--- src/rtl/uart_tx_sequencer.sv ---
// uart_tx_sequencer: byte FIFO that feeds uarttx one frame at a time and waits for each frame to finish
`timescale 1ns/1ps
module uart_tx_sequencer #(
    parameter int DEPTH         = 16,
    parameter int ADDR_W        = 4,
    parameter int START_TIMEOUT = 4096,
    parameter int GAP_CYCLES    = 0
) (
    input  logic            clk,
    input  logic            reset,
    input  logic            enable,
    input  logic            push,
    input  logic [7:0]      push_data,
    input  logic            flush,
    input  logic            clr_err,
    input  logic            tx_status,
    output logic            tx_en,
    output logic [7:0]      tx_data,
    output logic            full,
    output logic            empty,
    output logic [ADDR_W:0] count,
    output logic            busy,
    output logic            sent_pulse,
    output logic            overflow,
    output logic            timeout_err
);
    localparam int CW = ADDR_W + 1;
    localparam int TW = $clog2(START_TIMEOUT) + 1;
    localparam int GW = $clog2(GAP_CYCLES + 1) + 1;
    localparam logic [TW-1:0] T_LAST = TW'(START_TIMEOUT - 1);
    localparam logic [GW-1:0] G_LAST = GW'(GAP_CYCLES - 1);
    localparam logic [CW-1:0] FULL_CNT = CW'(DEPTH);

    typedef enum logic [1:0] {IDLE, WAIT_BUSY, WAIT_IDLE, GAP} state_t;

    state_t            state_q, state_d;
    logic [ADDR_W-1:0] wr_ptr_q, wr_ptr_d, rd_ptr_q, rd_ptr_d;
    logic [CW-1:0]     count_q, count_d;
    logic              tx_en_q, tx_en_d;
    logic [7:0]        tx_data_q, tx_data_d;
    logic [TW-1:0]     timer_q, timer_d;
    logic [GW-1:0]     gap_q, gap_d;
    logic              sync1_q, sts_q;
    logic              sent_q, sent_d;
    logic              overflow_q, overflow_d;
    logic              timeout_q, timeout_d;
    logic [7:0]        mem_q [DEPTH];
    logic              pop, push_ok, to_set;

    assign full        = count_q == FULL_CNT;
    assign empty       = count_q == '0;
    assign count       = count_q;
    assign busy        = state_q != IDLE;
    assign tx_en       = tx_en_q;
    assign tx_data     = tx_data_q;
    assign sent_pulse  = sent_q;
    assign overflow    = overflow_q;
    assign timeout_err = timeout_q;

    // Frame sequencing plus FIFO pointer/count bookkeeping; flush beats push and blocks a pop
    always_comb begin
        state_d   = state_q;
        tx_en_d   = tx_en_q;
        tx_data_d = tx_data_q;
        timer_d   = timer_q;
        gap_d     = gap_q;
        sent_d    = 1'b0;
        pop       = 1'b0;
        to_set    = 1'b0;
        push_ok   = push && !full && !flush;
        case (state_q)
            IDLE: begin
                if (enable && !empty && !flush) begin
                    pop       = 1'b1;
                    tx_data_d = mem_q[rd_ptr_q];
                    tx_en_d   = 1'b1;
                    timer_d   = '0;
                    state_d   = WAIT_BUSY;
                end
            end
            WAIT_BUSY: begin
                timer_d = timer_q + TW'(1);
                if (sts_q) begin
                    tx_en_d = 1'b0;
                    state_d = WAIT_IDLE;
                end else if (timer_q == T_LAST) begin
                    tx_en_d = 1'b0;
                    to_set  = 1'b1;
                    state_d = IDLE;
                end
            end
            WAIT_IDLE: begin
                if (!sts_q) begin
                    sent_d  = 1'b1;
                    gap_d   = '0;
                    state_d = (GAP_CYCLES > 0) ? GAP : IDLE;
                end
            end
            GAP: begin
                gap_d   = gap_q + GW'(1);
                state_d = (gap_q == G_LAST) ? IDLE : GAP;
            end
            default: state_d = IDLE;
        endcase
        wr_ptr_d   = wr_ptr_q + ADDR_W'(push_ok);
        rd_ptr_d   = flush ? wr_ptr_q : rd_ptr_q + ADDR_W'(pop);
        count_d    = flush ? '0 : count_q + CW'(push_ok) - CW'(pop);
        overflow_d = (push && full && !flush) || (overflow_q && !clr_err);
        timeout_d  = to_set || (timeout_q && !clr_err);
    end

    // State, pointers, flags and the tx_status synchronizer
    always_ff @(posedge clk) begin
        if (reset) begin
            state_q    <= IDLE;
            wr_ptr_q   <= '0;
            rd_ptr_q   <= '0;
            count_q    <= '0;
            tx_en_q    <= 1'b0;
            tx_data_q  <= '0;
            timer_q    <= '0;
            gap_q      <= '0;
            sync1_q    <= 1'b0;
            sts_q      <= 1'b0;
            sent_q     <= 1'b0;
            overflow_q <= 1'b0;
            timeout_q  <= 1'b0;
        end else begin
            state_q    <= state_d;
            wr_ptr_q   <= wr_ptr_d;
            rd_ptr_q   <= rd_ptr_d;
            count_q    <= count_d;
            tx_en_q    <= tx_en_d;
            tx_data_q  <= tx_data_d;
            timer_q    <= timer_d;
            gap_q      <= gap_d;
            sync1_q    <= tx_status;
            sts_q      <= sync1_q;
            sent_q     <= sent_d;
            overflow_q <= overflow_d;
            timeout_q  <= timeout_d;
        end
    end

    // Byte storage; contents need no reset since pointers and count define validity
    always_ff @(posedge clk) begin
        if (push_ok) mem_q[wr_ptr_q] <= push_data;
    end
endmodule

--- config.mk ---
export PLATFORM = sky130hd
export DESIGN_NAME = uart_tx_sequencer
export DESIGN_NICKNAME = d
export VERILOG_FILES = /design/src/rtl/uart_tx_sequencer.sv
export SDC_FILE = /design/constraint.sdc
export NUM_CORES = 1
export LEC_CHECK = 0
export BUFFER_PORTS_ARGS = -buffer_cell sky130_fd_sc_hd__buf_2
export CORE_ASPECT_RATIO = 1.25
export CORE_MARGIN = 2
export CORE_UTILIZATION = 35
export DETAILED_ROUTE_END_ITERATION = 10
export SYNTH_ARGS = -nofsm -noshare
export SYNTH_HDL_FRONTEND = slang
export SYNTH_SLANG_ARGS = --single-unit
--- constraint.sdc ---
create_clock -name clk -period 2.89 [get_ports clk]
set_input_delay 0.1445 -clock clk [delete_from_list [all_inputs] [get_ports clk]]
set_output_delay 0.1445 -clock clk [all_outputs]
set_load 0.01 [all_outputs]
==> flow_results.xml <==
<?xml version="1.0" encoding="UTF-8"?>
<metrics>
  <group name="global_routing">
    <metric name="globalRouteOverflowTotal" unit="">0</metric>
    <metric name="antenna_violations_before_repair" unit="">0</metric>
    <metric name="maximum_number_of_pins_on_one_net_before_global_route_repair" unit="">34</metric>
    <metric name="grt_pass1_wl" unit="mm">21.8</metric>
    <metric name="first_global_vias" unit="">3913</metric>
    <metric name="track_usage" unit="%">14.0</metric>
  </group>
  <group name="routing">
    <metric name="via_density_per_instance" unit="">5.00</metric>
    <metric name="ant_nets" unit="">0</metric>
    <metric name="routed-via-count" unit="">3827</metric>
    <metric name="drt-pass1-iter-count" unit="">4</metric>
    <metric name="drt_first_iter_violations" unit="">248</metric>
    <metric name="drt_wl_total" unit="mm">13.7</metric>
    <metric name="routedWlPerCell" unit="microns">17.9</metric>
    <metric name="remaining_drc_errors" unit="">0</metric>
  </group>
  <group name="clock_network">
    <metric name="cts_tree" unit="">yes</metric>
    <metric name="post_cts_buffers" unit="">0</metric>
    <metric name="tritoncts.num_buffers" unit="">17</metric>
    <metric name="clock_transition_at_the_registers_of_the_reported_paths" unit="ps">70</metric>
    <metric name="h-tree-depth" unit="">4</metric>
    <metric name="cts.sinks" unit="">171</metric>
    <metric name="clk_root_buffer_cell" unit="">clkbuf_16</metric>
    <metric name="max-clock-path-buffers" unit="">2</metric>
    <metric name="clk-insertion-delay-late" unit="ps">430</metric>
  </group>
  <group name="setup_path">
    <metric name="r2r_start" unit="">count[2]</metric>
    <metric name="cp.arrival" unit="ps">3000</metric>
    <metric name="timing.critical_path.from_type" unit="">register</metric>
    <metric name="endpoint_kind" unit="">register</metric>
    <metric name="crit_path_start" unit="">count[2]</metric>
    <metric name="crit_path_max_fanout" unit="">10</metric>
    <metric name="crit_required" unit="ps">3200</metric>
    <metric name="critPathKind" unit="">register to register</metric>
  </group>
  <group name="pwr">
    <metric name="clock_power_share" unit="%">43.5</metric>
    <metric name="fraction_of_power_spent_switching_nets" unit="%">22.5</metric>
    <metric name="power.share.sequential" unit="%">51.2</metric>
    <metric name="power-per-cell-area" unit="nW/um^2">644</metric>
    <metric name="leakage_power_of_the_design" unit="nW">2.70</metric>
    <metric name="switchingPower" unit="mW">1.18</metric>
    <metric name="peakVddDrop" unit="mV">0.440</metric>
    <metric name="fin_total_pwr" unit="mW">5.26</metric>
    <metric name="internal_power" unit="mW">4.08</metric>
    <metric name="power.combinational.fraction" unit="%">5.3</metric>
  </group>
  <group name="timing">
    <metric name="max_clock_freq" unit="GHz">0.371</metric>
    <metric name="slew_headroom" unit="%">56.1</metric>
    <metric name="final_hold_viol_count" unit="">0</metric>
    <metric name="tns" unit="ps">0</metric>
    <metric name="slew_violations" unit="">0</metric>
    <metric name="measured_slew_at_the_worst_slew_check_pin" unit="ps">657</metric>
    <metric name="timing.clock.skew" unit="ps">8.04</metric>
    <metric name="layout_worst_path_cycle_share" unit="%">93.3</metric>
    <metric name="min_period" unit="ps">2700</metric>
    <metric name="final-setup-viol-count" unit="">0</metric>
    <metric name="layout_setup_ws" unit="ps">194</metric>
  </group>
  <group name="run_status">
    <metric name="status" unit="">finished, final reports clean</metric>
  </group>
  <group name="place">
    <metric name="numPortBuffers" unit="">34</metric>
    <metric name="final_weighted_congestion_in_routability_driven_placement" unit="">0.772</metric>
    <metric name="place_ws" unit="ps">161</metric>
    <metric name="dp_hpwl" unit="mm">8.68</metric>
    <metric name="number_of_instances_in_the_placed_design" unit="">731</metric>
  </group>
  <group name="synth">
    <metric name="number_of_enable_flip_flop_cells_after_synthesis" unit="">128</metric>
    <metric name="area_of_the_mapped_netlist" unit="sq um">6970</metric>
    <metric name="post_synth_xor_area_fraction" unit="%">1.01</metric>
    <metric name="area_fraction_in_compound_gates_after_synthesis" unit="%">3.97</metric>
    <metric name="netlist.top_cell.by_area" unit="">edfxtp_1</metric>
    <metric name="main_combinational_cell_family_by_area_after_synthesis" unit="">multiplexers</metric>
    <metric name="post_synth_most_frequent_cells" unit="">edfxtp_1, dfxtp_1, mux4_2, nor2_1, mux2i_1</metric>
    <metric name="main_flop_type_after_synthesis" unit="">edfxtp_1</metric>
    <metric name="netlist.area_leader.share" unit="%">55.2</metric>
    <metric name="netlist_top_cells_area" unit="">edfxtp_1, dfxtp_1, mux4_2, mux2i_1, nor2_1</metric>
    <metric name="synth.area.mux_share" unit="%">13.3</metric>
    <metric name="postSynthRegisterBits" unit="">171</metric>
    <metric name="number_of_standard_cells_after_synthesis" unit="">434</metric>
    <metric name="ys_types" unit="">55</metric>
    <metric name="yosys_warnings" unit="">0</metric>
    <metric name="post_synth_and_or_nand_nor_area_fraction" unit="%">10.0</metric>
    <metric name="postSynthAreaPerCell" unit="sq um">16.1</metric>
    <metric name="synthArstFlopShare" unit="%">0</metric>
    <metric name="synth_sequential_area_ratio" unit="%">67.5</metric>
    <metric name="synth_fp_nets" unit="">459</metric>
    <metric name="yosys.cell_count.top_type" unit="">edfxtp_1</metric>
    <metric name="synth-adder-area-share" unit="%">1.90</metric>
  </group>
  <group name="die">
    <metric name="overall_die_width" unit="microns">130</metric>
    <metric name="starting_utilization_of_the_core_area" unit="%">35.8</metric>
    <metric name="io_pins" unit="">35</metric>
    <metric name="fp.dieArea" unit="sq um">21100</metric>
    <metric name="die_y" unit="microns">162</metric>
    <metric name="floorplan.core_area" unit="sq um">19500</metric>
    <metric name="fp-row-count" unit="">57</metric>
  </group>
  <group name="finish">
    <metric name="final_util" unit="%">41.9</metric>
    <metric name="num-fill-cells" unit="">1755</metric>
    <metric name="final_layout_size_suffix_gt1_share" unit="%">27.5</metric>
    <metric name="fin_nets" unit="">513</metric>
    <metric name="multi_input_comb_area" unit="sq um">2110</metric>
    <metric name="ff_latch_area" unit="sq um">4710</metric>
    <metric name="antenna-diode-count" unit="">0</metric>
    <metric name="fin_cells" unit="">766</metric>
    <metric name="area_growth" unit="%">17.2</metric>
  </group>
  <group name="run">
    <metric name="maxCapViolations" unit="">0</metric>
  </group>
  <group name="min_path">
    <metric name="hold_class" unit="">input port to register</metric>
    <metric name="hold_path_startpoint" unit="">clr_err</metric>
  </group>
</metrics>
==> power by group through the flow <==
stage / combinational [mW] / sequential [mW] / clock (mW)
floorplan: 0.171 / 2.75 / 0
global placement: 0.267 / 2.74 / 0
detailed placement: 0.276 / 2.75 / 0
CTS: 0.281 / 2.69 / 2.32
global route: 0.312 / 2.70 / 2.42
finish: 0.279 / 2.69 / 2.29
==> layer usage <==
metal / part of all wire, % / GRT usage [%] / vias to the layer above
li1: - / - / 1786
met1: 44 / 18.4 / 1959
met2: 51 / 22.8 / 70
met3: 3.9 / 3.49 / 12
met4: 0.96 / 4.40 / 0
met5: 0 / 0 / -
==> logic make-up (layout without fill, tap and decap cells) <==
kind of cell    after synthesis  in the layout
fa+ha+maj                    10             10
mux                          52             52
buf+inv                      38            105
xor+xnor                      8              8
compound gates               37             37
simple gates                118            118
flops                       171            171
==> through the flow <==
| step | instance area [sq um] | hold WS, ps |
|---|---|---|
| after floorplan | 6970 | 243 |
| after global placement | 7540 | 373 |
| after detailed placement | 7540 | 378 |
| after CTS | 8160 | 18.4 |
| after global routing | 8160 | 87.6 |
| final | 8160 | 36.0 |
==> area by class of cell <==
cell class / instances / share of cell area, %
well taps: 265 / 4.06
flip-flops and latches: 171 / 57.6
multi-input cells: 225 / 25.9
clock inverters: 14 / 1.92
repair buffers: 59 / 4.63
inverters: 14 / 0.644
clock buffers: 18 / 5.26
==> state kept, by name, summed over array words and instances (netlist names) <==
name and count:
tx_data 8, wr_ptr_q 4, gap_q 1, timeout_err 1, mem_q 128, sync1_q 1, count 5, sts_q 1
timer_q 13, sent_pulse 1, tx_en 1, rd_ptr_q 4, state_q 2, overflow 1
==> placed cells by master (no fill, tap or decap), types with 4 or more instances in the layout <==
cell type	instances
clkbuf_16	17
o221ai_1	8
inv_1	14
mux4_2	32
nand3_1	7
buf_2	34
nand2b_1	6
mux2i_1	17
a21oi_1	8
nor2b_1	7
dfxtp_1	42
a311oi_1	4
nand3b_1	13
xor2_1	5
inv_6	4
ha_1	9
buf_4	21
edfxtp_1	128
nor3_1	10
nor2_1	31
nand2_1	15
nand4_1	6
==> path summary, 6_finish.rpt <==
kind | to | slack [ps] | cells after the start
hold / removal | timeout_err | 40 | 4
hold reg to reg | sts_q | 450 | 1
setup reg to reg | count[4] | 190 | 13
setup / recovery | count[4] | 190 | 13
==> critical path, cell delays in order, from the launching register on <==
cell      delay (ps)
dfxtp_1          360
inv_1             80
ha_1             210
or4b_4           230
and2_4           220
or2b_1           280
nand2_1           70
ha_1             160
inv_1             50
fa_1             390
nor2b_2          150
o21bai_1          90
a21oi_1          200
nor4b_2           70
==> timing repair <==
action,CTS,global route
hold endpoints to repair,2,0
endpoints found under the setup margin,0,1
gates resized for setup,0,2
hold buffers,3,0
Note: power is estimated with default switching activity, not from simulation.
